===== config.mk =====
export PLATFORM = sky130hd
export DESIGN_NAME = d5m_pattern_gen
export DESIGN_NICKNAME = d
export VERILOG_FILES = /design/src/rtl/d5m_pattern_gen.sv
export SDC_FILE = /design/constraint.sdc
export NUM_CORES = 1
export LEC_CHECK = 0
export ABC_CLOCK_PERIOD_IN_PS = 6900
export CAP_MARGIN = 40
export CORE_UTILIZATION = 30
export CTS_CLUSTER_DIAMETER = 30
export DETAILED_ROUTE_END_ITERATION = 10
export HOLD_SLACK_MARGIN = 0.02
export PLACE_DENSITY_LB_ADDON = 0.3
export SYNTH_ARGS = -nofsm -noshare
export SYNTH_HDL_FRONTEND = slang
export SYNTH_SLANG_ARGS = --single-unit

===== constraint.sdc =====
create_clock -name iCLK -period 6.9 [get_ports iCLK]
set_input_delay 1.035 -clock iCLK [delete_from_list [all_inputs] [get_ports iCLK]]
set_output_delay 1.035 -clock iCLK [all_outputs]
set_load 0.02 [all_outputs]

===== src/rtl/d5m_pattern_gen.sv =====
// Synthetic D5M pixel source: FVAL/LVAL/12-bit Bayer test patterns with
// parameterised geometry and blanking, plus start / stop-at-frame-end control.
module d5m_pattern_gen #(
  parameter int unsigned H_ACTIVE = 1280,
  parameter int unsigned V_ACTIVE = 960,
  parameter int unsigned H_BLANK  = 64,
  parameter int unsigned FV_LEAD  = 16,
  parameter int unsigned FV_TAIL  = 16,
  parameter int unsigned V_BLANK  = 256
) (
  input  logic        iCLK,
  input  logic        iRST,
  input  logic        iSTART,
  input  logic        iEND,
  input  logic [1:0]  iPATTERN,
  input  logic [11:0] iLEVEL,
  output logic [11:0] oDATA,
  output logic        oFVAL,
  output logic        oLVAL,
  output logic [15:0] oX_Cont,
  output logic [15:0] oY_Cont,
  output logic [31:0] oFrame_Cont,
  output logic        oBUSY
);

  typedef enum logic [2:0] {
    S_IDLE, S_LEAD, S_ACTIVE, S_HBLANK, S_TAIL, S_VBLANK
  } state_t;

  state_t      r_state, w_state_nxt;
  logic [31:0] r_cnt, w_cnt_nxt;
  logic [15:0] r_x, w_x_nxt;
  logic [15:0] r_y, w_y_nxt;
  logic [31:0] r_frame, w_frame_nxt;
  logic        r_stop, w_stop_nxt, w_stop_req;
  logic [1:0]  r_pat, w_pat_nxt;
  logic [11:0] r_data, w_data_nxt;
  logic        r_fval, w_fval_nxt;
  logic        r_lval, w_lval_nxt;
  logic        r_busy, w_busy_nxt;

  // Next-state, counters and pattern selection; outputs are computed from the
  // next state so that every output is a flop yet coincides with its state.
  always_comb begin
    w_state_nxt = r_state;
    w_cnt_nxt   = r_cnt + 32'd1;
    w_x_nxt     = r_x;
    w_y_nxt     = r_y;
    w_frame_nxt = r_frame;
    w_pat_nxt   = r_pat;
    w_stop_req  = r_stop | iEND;
    w_stop_nxt  = (r_state == S_IDLE) ? 1'b0 : w_stop_req;
    case (r_state)
      S_IDLE: begin
        w_cnt_nxt = '0;
        if (iSTART && !iEND) begin
          w_state_nxt = S_LEAD;
          w_x_nxt     = '0;
          w_y_nxt     = '0;
          w_pat_nxt   = iPATTERN;
        end
      end
      S_LEAD: begin
        if (r_cnt == FV_LEAD - 1) begin
          w_state_nxt = S_ACTIVE;
          w_cnt_nxt   = '0;
          w_x_nxt     = '0;
        end
      end
      S_ACTIVE: begin
        w_cnt_nxt = '0;
        if (r_x == 16'(H_ACTIVE - 1)) begin
          if (r_y < 16'(V_ACTIVE - 1)) w_state_nxt = S_HBLANK;
          else                         w_state_nxt = S_TAIL;
        end else begin
          w_x_nxt = r_x + 16'd1;
        end
      end
      S_HBLANK: begin
        if (r_cnt == H_BLANK - 1) begin
          w_state_nxt = S_ACTIVE;
          w_cnt_nxt   = '0;
          w_x_nxt     = '0;
          w_y_nxt     = r_y + 16'd1;
        end
      end
      S_TAIL: begin
        if (r_cnt == FV_TAIL - 1) begin
          w_state_nxt = S_VBLANK;
          w_cnt_nxt   = '0;
          w_frame_nxt = r_frame + 32'd1;
        end
      end
      S_VBLANK: begin
        if (r_cnt == V_BLANK - 1) begin
          w_cnt_nxt = '0;
          if (w_stop_req) begin
            w_state_nxt = S_IDLE;
            w_stop_nxt  = 1'b0;
          end else begin
            w_state_nxt = S_LEAD;
            w_x_nxt     = '0;
            w_y_nxt     = '0;
            w_pat_nxt   = iPATTERN;
          end
        end
      end
      default: begin
        w_state_nxt = S_IDLE;
        w_cnt_nxt   = '0;
      end
    endcase

    w_fval_nxt = (w_state_nxt != S_IDLE) && (w_state_nxt != S_VBLANK);
    w_lval_nxt = (w_state_nxt == S_ACTIVE);
    w_busy_nxt = (w_state_nxt != S_IDLE);

    w_data_nxt = '0;
    if (w_lval_nxt) begin
      case (w_pat_nxt)
        2'b00:   w_data_nxt = w_x_nxt[11:0] + w_y_nxt[11:0];
        2'b01:   w_data_nxt = (w_x_nxt[0] && !w_y_nxt[0]) ? 12'hFFF : 12'h000;
        2'b10:   w_data_nxt = (w_x_nxt[3] ^ w_y_nxt[3]) ? 12'hFFF : 12'h000;
        default: w_data_nxt = iLEVEL;
      endcase
    end
  end

  // State, counters and registered outputs.
  always_ff @(posedge iCLK or posedge iRST) begin
    if (iRST) begin
      r_state <= S_IDLE;
      r_cnt   <= '0;
      r_x     <= '0;
      r_y     <= '0;
      r_frame <= '0;
      r_stop  <= 1'b0;
      r_pat   <= '0;
      r_data  <= '0;
      r_fval  <= 1'b0;
      r_lval  <= 1'b0;
      r_busy  <= 1'b0;
    end else begin
      r_state <= w_state_nxt;
      r_cnt   <= w_cnt_nxt;
      r_x     <= w_x_nxt;
      r_y     <= w_y_nxt;
      r_frame <= w_frame_nxt;
      r_stop  <= w_stop_nxt;
      r_pat   <= w_pat_nxt;
      r_data  <= w_data_nxt;
      r_fval  <= w_fval_nxt;
      r_lval  <= w_lval_nxt;
      r_busy  <= w_busy_nxt;
    end
  end

  assign oDATA       = r_data;
  assign oFVAL       = r_fval;
  assign oLVAL       = r_lval;
  assign oX_Cont     = r_x;
  assign oY_Cont     = r_y;
  assign oFrame_Cont = r_frame;
  assign oBUSY       = r_busy;

endmodule


==> results of run 1 <==
cells in the mapped netlist, types with 2 or more instances:
cell,n
mux2_2,2
nor2b_1,7
a22oi_1,2
a31oi_1,12
a211oi_1,6
o21a_1,3
nor2_1,86
a21boi_0,3
nor4_1,15
xor2_1,32
a41oi_1,3
a21oi_1,26
dfrtp_1,117
nand2b_1,7
inv_1,26
or3_1,3
o31ai_1,4
o22ai_1,6
nor4b_1,4
a311o_1,3
o21ai_0,44
a21o_1,7
and3_1,20
a32oi_1,2
nor3_1,8
nand4_1,24
nand3_1,33
clkbuf_1,16
or2_2,4
xnor2_1,46
ha_1,16
or4_1,3
and2_1,11
buf_2,2
buf_1,3
o221ai_1,2
a221oi_1,2
and4_1,7
nand2_1,58
flip-flops by register name, indices dropped and copies added (netlist names), named ones only:
| signal | flops |
|---|---|
| r_stop | 1 |
| oX_Cont | 15 |
| oFVAL | 1 |
| oFrame_Cont | 32 |
| r_pat | 2 |
| oLVAL | 1 |
| oDATA | 12 |
| oY_Cont | 16 |
| oBUSY | 1 |
| r_state | 3 |
| r_cnt | 32 |
path summary, 6_finish.rpt:
kind                       slack, ns         endpoint
setup / recovery                1.83         oDATA[9]
hold / removal                  0.47  oFrame_Cont[31]
setup reg to reg                2.23         oDATA[9]
hold reg to reg                 0.47  oFrame_Cont[31]
max in group asynchronous       4.69       oX_Cont[4]
min in group asynchronous       0.96   oFrame_Cont[9]
kinds of logic (layout without fill, tap and decap cells):
| kind of cell | Yosys count | count (layout) | synth area share, % |
|---|---|---|---|
| mux | 3 | 3 | 0.501 |
| fa+ha+maj | 17 | 17 | 3.39 |
| flops | 117 | 117 | 45.1 |
| simple gates | 298 | 298 | 23.5 |
| buf+inv | 48 | 164 | 2.93 |
| xor+xnor | 78 | 78 | 10.5 |
| compound gates | 135 | 135 | 14.0 |
through the flow:
step	hold slack, ns	utilization (%)	power, mW	instance area [µm²]	worst slack, ns
final	0.466	39.8	2.14	8400	1.83
after CTS	0.471	39.8	2.16	8400	1.89
after global placement	0.458	36.7	1.26	7730	1.53
after floorplan	0.455	-	1.08	6490	2.32
after global routing	0.478	39.8	2.24	8400	1.63
after detailed placement	0.461	37.0	1.27	7810	1.45
worst reg2reg max path, delay by kind of cell (launching register included):
kind / cells / cell delay, ns
AND/OR/NAND/NOR: 8 / 2.23
AO/OA/AOI/OAI: 7 / 1.33
flip-flops: 1 / 0.40
buffers and inverters: 1 / 0.26
adder cells (fa/ha/maj): 1 / 0.31
power by group through the flow:
stage	logic, mW	clock network [mW]	registers [mW]
2_1_floorplan	0.264	0	0.819
6_report	0.458	0.882	0.796
3_5_place_dp	0.461	0	0.805
4_1_cts	0.464	0.903	0.795
5_1_grt	0.503	0.938	0.803
3_3_place_gp	0.448	0	0.808
cell type report:
class	count	area, µm²
Multi-Input combinational cell	531	3370
Inverter	26	100
Clock inverter	14	153
Clock buffer	18	439
Fill cell	2118	12700
Tap cell	275	344
Sequential cell	117	2930
Timing Repair Buffer	106	1060
per-layer routing:
layer	routed length (µm)	vias up	GRT usage, %
met1	8030	2670	22.3
met4	287	0	5.61
met2	7700	165	24.0
li1	-	2710	-
met3	1050	21	4.16
met5	0	-	0
==> reports/results.txt, run 1 <==
Status = finished clean
Synth cell types = 60
CP Depth = 18
Vias in the first global route = 5239
Post-route minimum period = 5.07 ns
Std cell rows = 53
Final setup vio count = 0
CTS buffer count = 17
Endpoint type of the worst setup path = flop
Antenna violations before repair = 0
Iter 0 DRT Violations = 292
Htree depth = 4
CTS max path bufs = 2
Die X-Extent = 149 µm
Placer Congestion = 0.855
Diode count = 0
Clk Latency, worst-skew pair = 0.42 ns
Top cell type's share of synthesized area = 45.1%
Clock Power Share = 41.3%
Hold path depth = 1
Slew @ Worst Pin = 0.853 ns
Register clock-pin slew on the reported worst setup and hold paths = 0.06 ns
Slew headroom = 42.7%
Die height = 149 µm
Internal Power = 1.46 mW
Yosys reg bits = 117
Drt pass-1 iters = 5
Bufs and invs on worst path = 3
Slowest-stage cell, CP = or4b_1
NetSw = 0.678 mW
Post-synthesis cell area = 6490 µm²
Most frequent cells in the layout = dfrtp_1, clkdlybuf4s50_1, nor2_1
Die area = 22200 µm²
Final TNS setup = 0 ns
Routed Wire Length = 17100 µm
Fin. max-slew vios = 0
Fmax = 197 MHz
GRT Overall Usage = 16.0%
Dpl hpwl = 12500 µm
IO buf count = 96
Ys async rst share = 100%
Tcrit/Tclk final = 73.4%
Post-Syn Area per Cell = 9.33 µm²
Core ar. = 21100 µm²
I/O pins = 97
Count of hold-fix buffers inserted at cts = 0
R2R cell count = 17
Yosys Warn Count = 0
Critical R2R Launch = r_cnt[29]
CP Launch Point = iEND
Worst setup SP type = primary input
Area delta synth->final = 29.4%
Gr ovfl total = 0
Vias = 5566
Worst Hold Class = flop to flop
Power per cell area = 254 nW/µm²
Synth area leaders = dfrtp_1, xnor2_1, nor2_1, xor2_1, o21ai_0
Biggest area consumer among synthesized cells = dfrtp_1
Register area share after synthesis = 45.1%
Syn Nets = 731
RSZ-0062 raised after global routing = no
Crit path cell chain = clkdlybuf4s50_1 > or4b_1 > or4_4 > o32ai_4 > buf_4 > nand3_1 > a22oi_1 > inv_1 > ha_1 > a21o_1 > a21o_1 > nand2_1 > nand4b_1 > a22oi_1 > a311o_1 > nand4_1 > nor4b_1 > o31ai_1
Starting density of the core = 30.8%
# resized after CTS = 0
Largest net degree at the start of global routing = 47
First-pass GRT wire length = 27500 µm
Most used DFF post-synth = dfrtp_1
Max Cap Viol = 0
Critical Path Max Stage Delay = 0.50 ns
Crit Path Max Fanout = 11
CP arrival = 5.35 ns
Number of synthesized flops with an enable pin = 0
WL/cell = 15.7 µm
Placed Cells = 1055
Final Hold Viols = 0
Sink Count = 117
Syn Inst Count = 696
Sw Ratio = 31.7%
TritonCTS clock tree = done
Post-route ant nets = 0
Fin Clk Skew = 0.00761 ns
Layout cells sized above 1 = 7.02%
Reg power frac = 37.3%
Layout Cells excl Fill = 1087
Clock root cell = clkbuf_16
Family with the most delay on the worst path = simple AND/OR/NAND/NOR gates
VDD IR-drop max = 173 µV
Setup Crit Path Kind = primary input to flop
Gate power share = 21.5%
Number of vias per cell = 5.12
Setup Fix Bufs, Post-CTS = 0
Commonest non-fill, non-tap cell in the layout = dfrtp_1
Hold_sp = oFrame_Cont[31]
Nets = 834
Leakage power = 3.57 nW
# DRC = 0
Req. time, crit path = 7.19 ns
Note: power is estimated with default switching activity, not from simulation.
==> run 2, diff against run 1 <==
ABC_CLOCK_PERIOD_IN_PS = 4300   (was 6900)
clock period = 4.3 ns   (was 6.9 ns; I/O delays follow)
==> run 2 against run 1 <==
Compared with the run above: sequential power is 60% higher; register-to-register slack got worse by 2.0 ns; core utilization is 2.0 points higher; routed wire length increased by 4.5%; total power up 66%; global-route usage rose by 0.82 points; worst setup slack lost 1.6 ns; design area increased by 5.0%; critical path type is now flop to flop; critical endpoint is now oDATA[5]; largest power group unchanged.
==> reports/results.txt, run 2 (synthesis gave the netlist of run 1 again) <==
Gr ovfl total = 0
Clk Latency, worst-skew pair = 0.42 ns
Placed Cells = 1100
Std cell rows = 53
Sink Count = 117
Setup Crit Path Kind = flop to flop
Post-route minimum period = 4.04 ns
Reg power frac = 35.9%
Antenna violations before repair = 0
Die area = 22200 µm²
Vias in the first global route = 5692
Req. time, crit path = 4.60 ns
Most frequent cells in the layout = dfrtp_1, clkdlybuf4s50_1, nor2_1
Post-layout util = 41.8%
Fin. max-slew vios = 0
Die X-Extent = 149 µm
Fill count = 2093
Number of vias per cell = 5.07
Worst R2R End = oDATA[5]
Final Hold Viols = 0
Slew headroom = 44.3%
Clock root cell = clkbuf_16
Internal Power = 2.43 mW
Clock Power Share = 40.6%
RSZ-0062 raised after global routing = no
Fin Clk Skew = 0.00834 ns
Status = finished clean
Final setup vio count = 0
Iter 0 DRT Violations = 313
CTS max path bufs = 2
CTS buffer count = 17
Slew @ Worst Pin = 0.825 ns
# DRC = 0
Leakage power = 3.84 nW
Starting density of the core = 30.8%
Critical Path Sink = oDATA[5]
Post-route ant nets = 0
Fmax = 247 MHz
Max Cap Viol = 0
Layout Cells excl Fill = 1138
Drt pass-1 iters = 5
Placer Congestion = 0.868
Worst setup SP type = flop
Dpl hpwl = 13000 µm
Final Instance Area = 8820 µm²
GRT Overall Usage = 16.9%
Vias = 5774
CP Launch Point = r_state[1]
WL/cell = 15.7 µm
Sw Ratio = 31.7%
Core ar. = 21100 µm²
Cell Area, Placed = 8130 µm²
Crit Path Max Fanout = 4
Tcrit/Tclk final = 94.0%
Worst Hold Class = flop to flop
I/O pins = 97
Routed Wire Length = 17800 µm
Power per cell area = 403 nW/µm²
First-pass GRT wire length = 29200 µm
CP arrival = 4.34 ns
Area delta synth->final = 35.8%
Largest net degree at the start of global routing = 61
Htree depth = 4
Layout cells sized above 1 = 13.3%
Critical R2R Launch = r_state[1]
Gate power share = 23.6%
Flop2flop setup slack = 0.26 ns
VDD IR-drop max = 320 µV
Nets = 885
Register clock-pin slew on the reported worst setup and hold paths = 0.06 ns
Endpoint type of the worst setup path = flop
IO buf count = 96
TritonCTS clock tree = done
NetSw = 1.13 mW
R2R cell count = 16
Commonest non-fill, non-tap cell in the layout = dfrtp_1
Die height = 149 µm
Diode count = 0
run 2: changes by cell type in the layout (fill, tap and decap cells not counted), sizes merged:
cell / before / now
clkdlybuf4s18: 1 / 0
dlymetal6s2s: 0 / 1
clkdlybuf4s50: 96 / 95
clkinv: 5 / 4
buf: 9 / 61
clkbuf: 18 / 19
run 2: layout make-up:
| class | count | area, µm² | share of cell area [%] |
|---|---|---|---|
| Timing Repair Buffer | 157 | 1440 | 16.3 |
| Inverter | 26 | 100 | 1.14 |
| Tap cell | 275 | 344 | 3.90 |
| Multi-Input combinational cell | 531 | 3410 | 38.6 |
| Clock inverter | 13 | 148 | 1.67 |
| Clock buffer | 19 | 453 | 5.14 |
| Sequential cell | 117 | 2930 | 33.2 |
run 2: power by group through the flow:
stage	registers [mW]	clock network, mW	logic (mW)
2_1_floorplan	1.31	0	0.423
6_report	1.27	1.44	0.837
3_5_place_dp	1.29	0	0.828
5_1_grt	1.28	1.53	0.918
4_1_cts	1.27	1.47	0.833
3_3_place_gp	1.29	0	0.822
run 2: repair_timing:
action / in CTS / in global routing
hold buffers: 0 / 0
buffers inserted: 0 / 6
setup endpoints to repair: 0 / 7
resized for setup: 0 / 11
run 2: how the worst min path moves through the flow:
stage | from | end | slack (ns) | cells past startpoint
after global routing | r_cnt[0] | r_cnt[0] | 0.50 | 1
after floorplan | r_cnt[0] | r_cnt[0] | 0.46 | 1
after detailed placement | oFrame_Cont[31] | oFrame_Cont[31] | 0.46 | 1
after CTS | oFrame_Cont[31] | oFrame_Cont[31] | 0.48 | 1
final | oFrame_Cont[31] | oFrame_Cont[31] | 0.48 | 1
after global placement | oFrame_Cont[31] | oFrame_Cont[31] | 0.46 | 1
run 2: stage by stage:
stage | TNS [ns] | hold slack [ns] | worst slack [ns] | power (mW)
floorplan | 0 | 0.455 | 0.108 | 1.74
global route | 0 | 0.505 | 0.0357 | 3.73
detailed placement | -2.38 | 0.460 | -0.406 | 2.12
global placement | -2.02 | 0.464 | -0.372 | 2.11
CTS | 0 | 0.480 | 0.0300 | 3.58
finish | 0 | 0.476 | 0.256 | 3.55
run 2: critical path: stages (launching register included):
cell	delay [ns]
dfrtp_1	0.39
or4b_4	0.53
or4_4	0.45
o32ai_4	0.33
nand3_2	0.17
a22oi_2	0.21
inv_1	0.08
ha_1	0.29
a21o_1	0.18
a21o_1	0.18
nand2_1	0.07
nand4b_1	0.10
a22oi_1	0.06
a311o_1	0.39
nor2_1	0.15
xor2_1	0.22
o22ai_1	0.11
run 2: layer usage:
metal  part of all wire [%]  track usage [%]  vias up
li1                       -                -     2788
met1                     47             22.6     2821
met2                     46             26.6      147
met3                    4.7             3.79       18
met4                    1.6             5.87        0
met5                      0                0        -
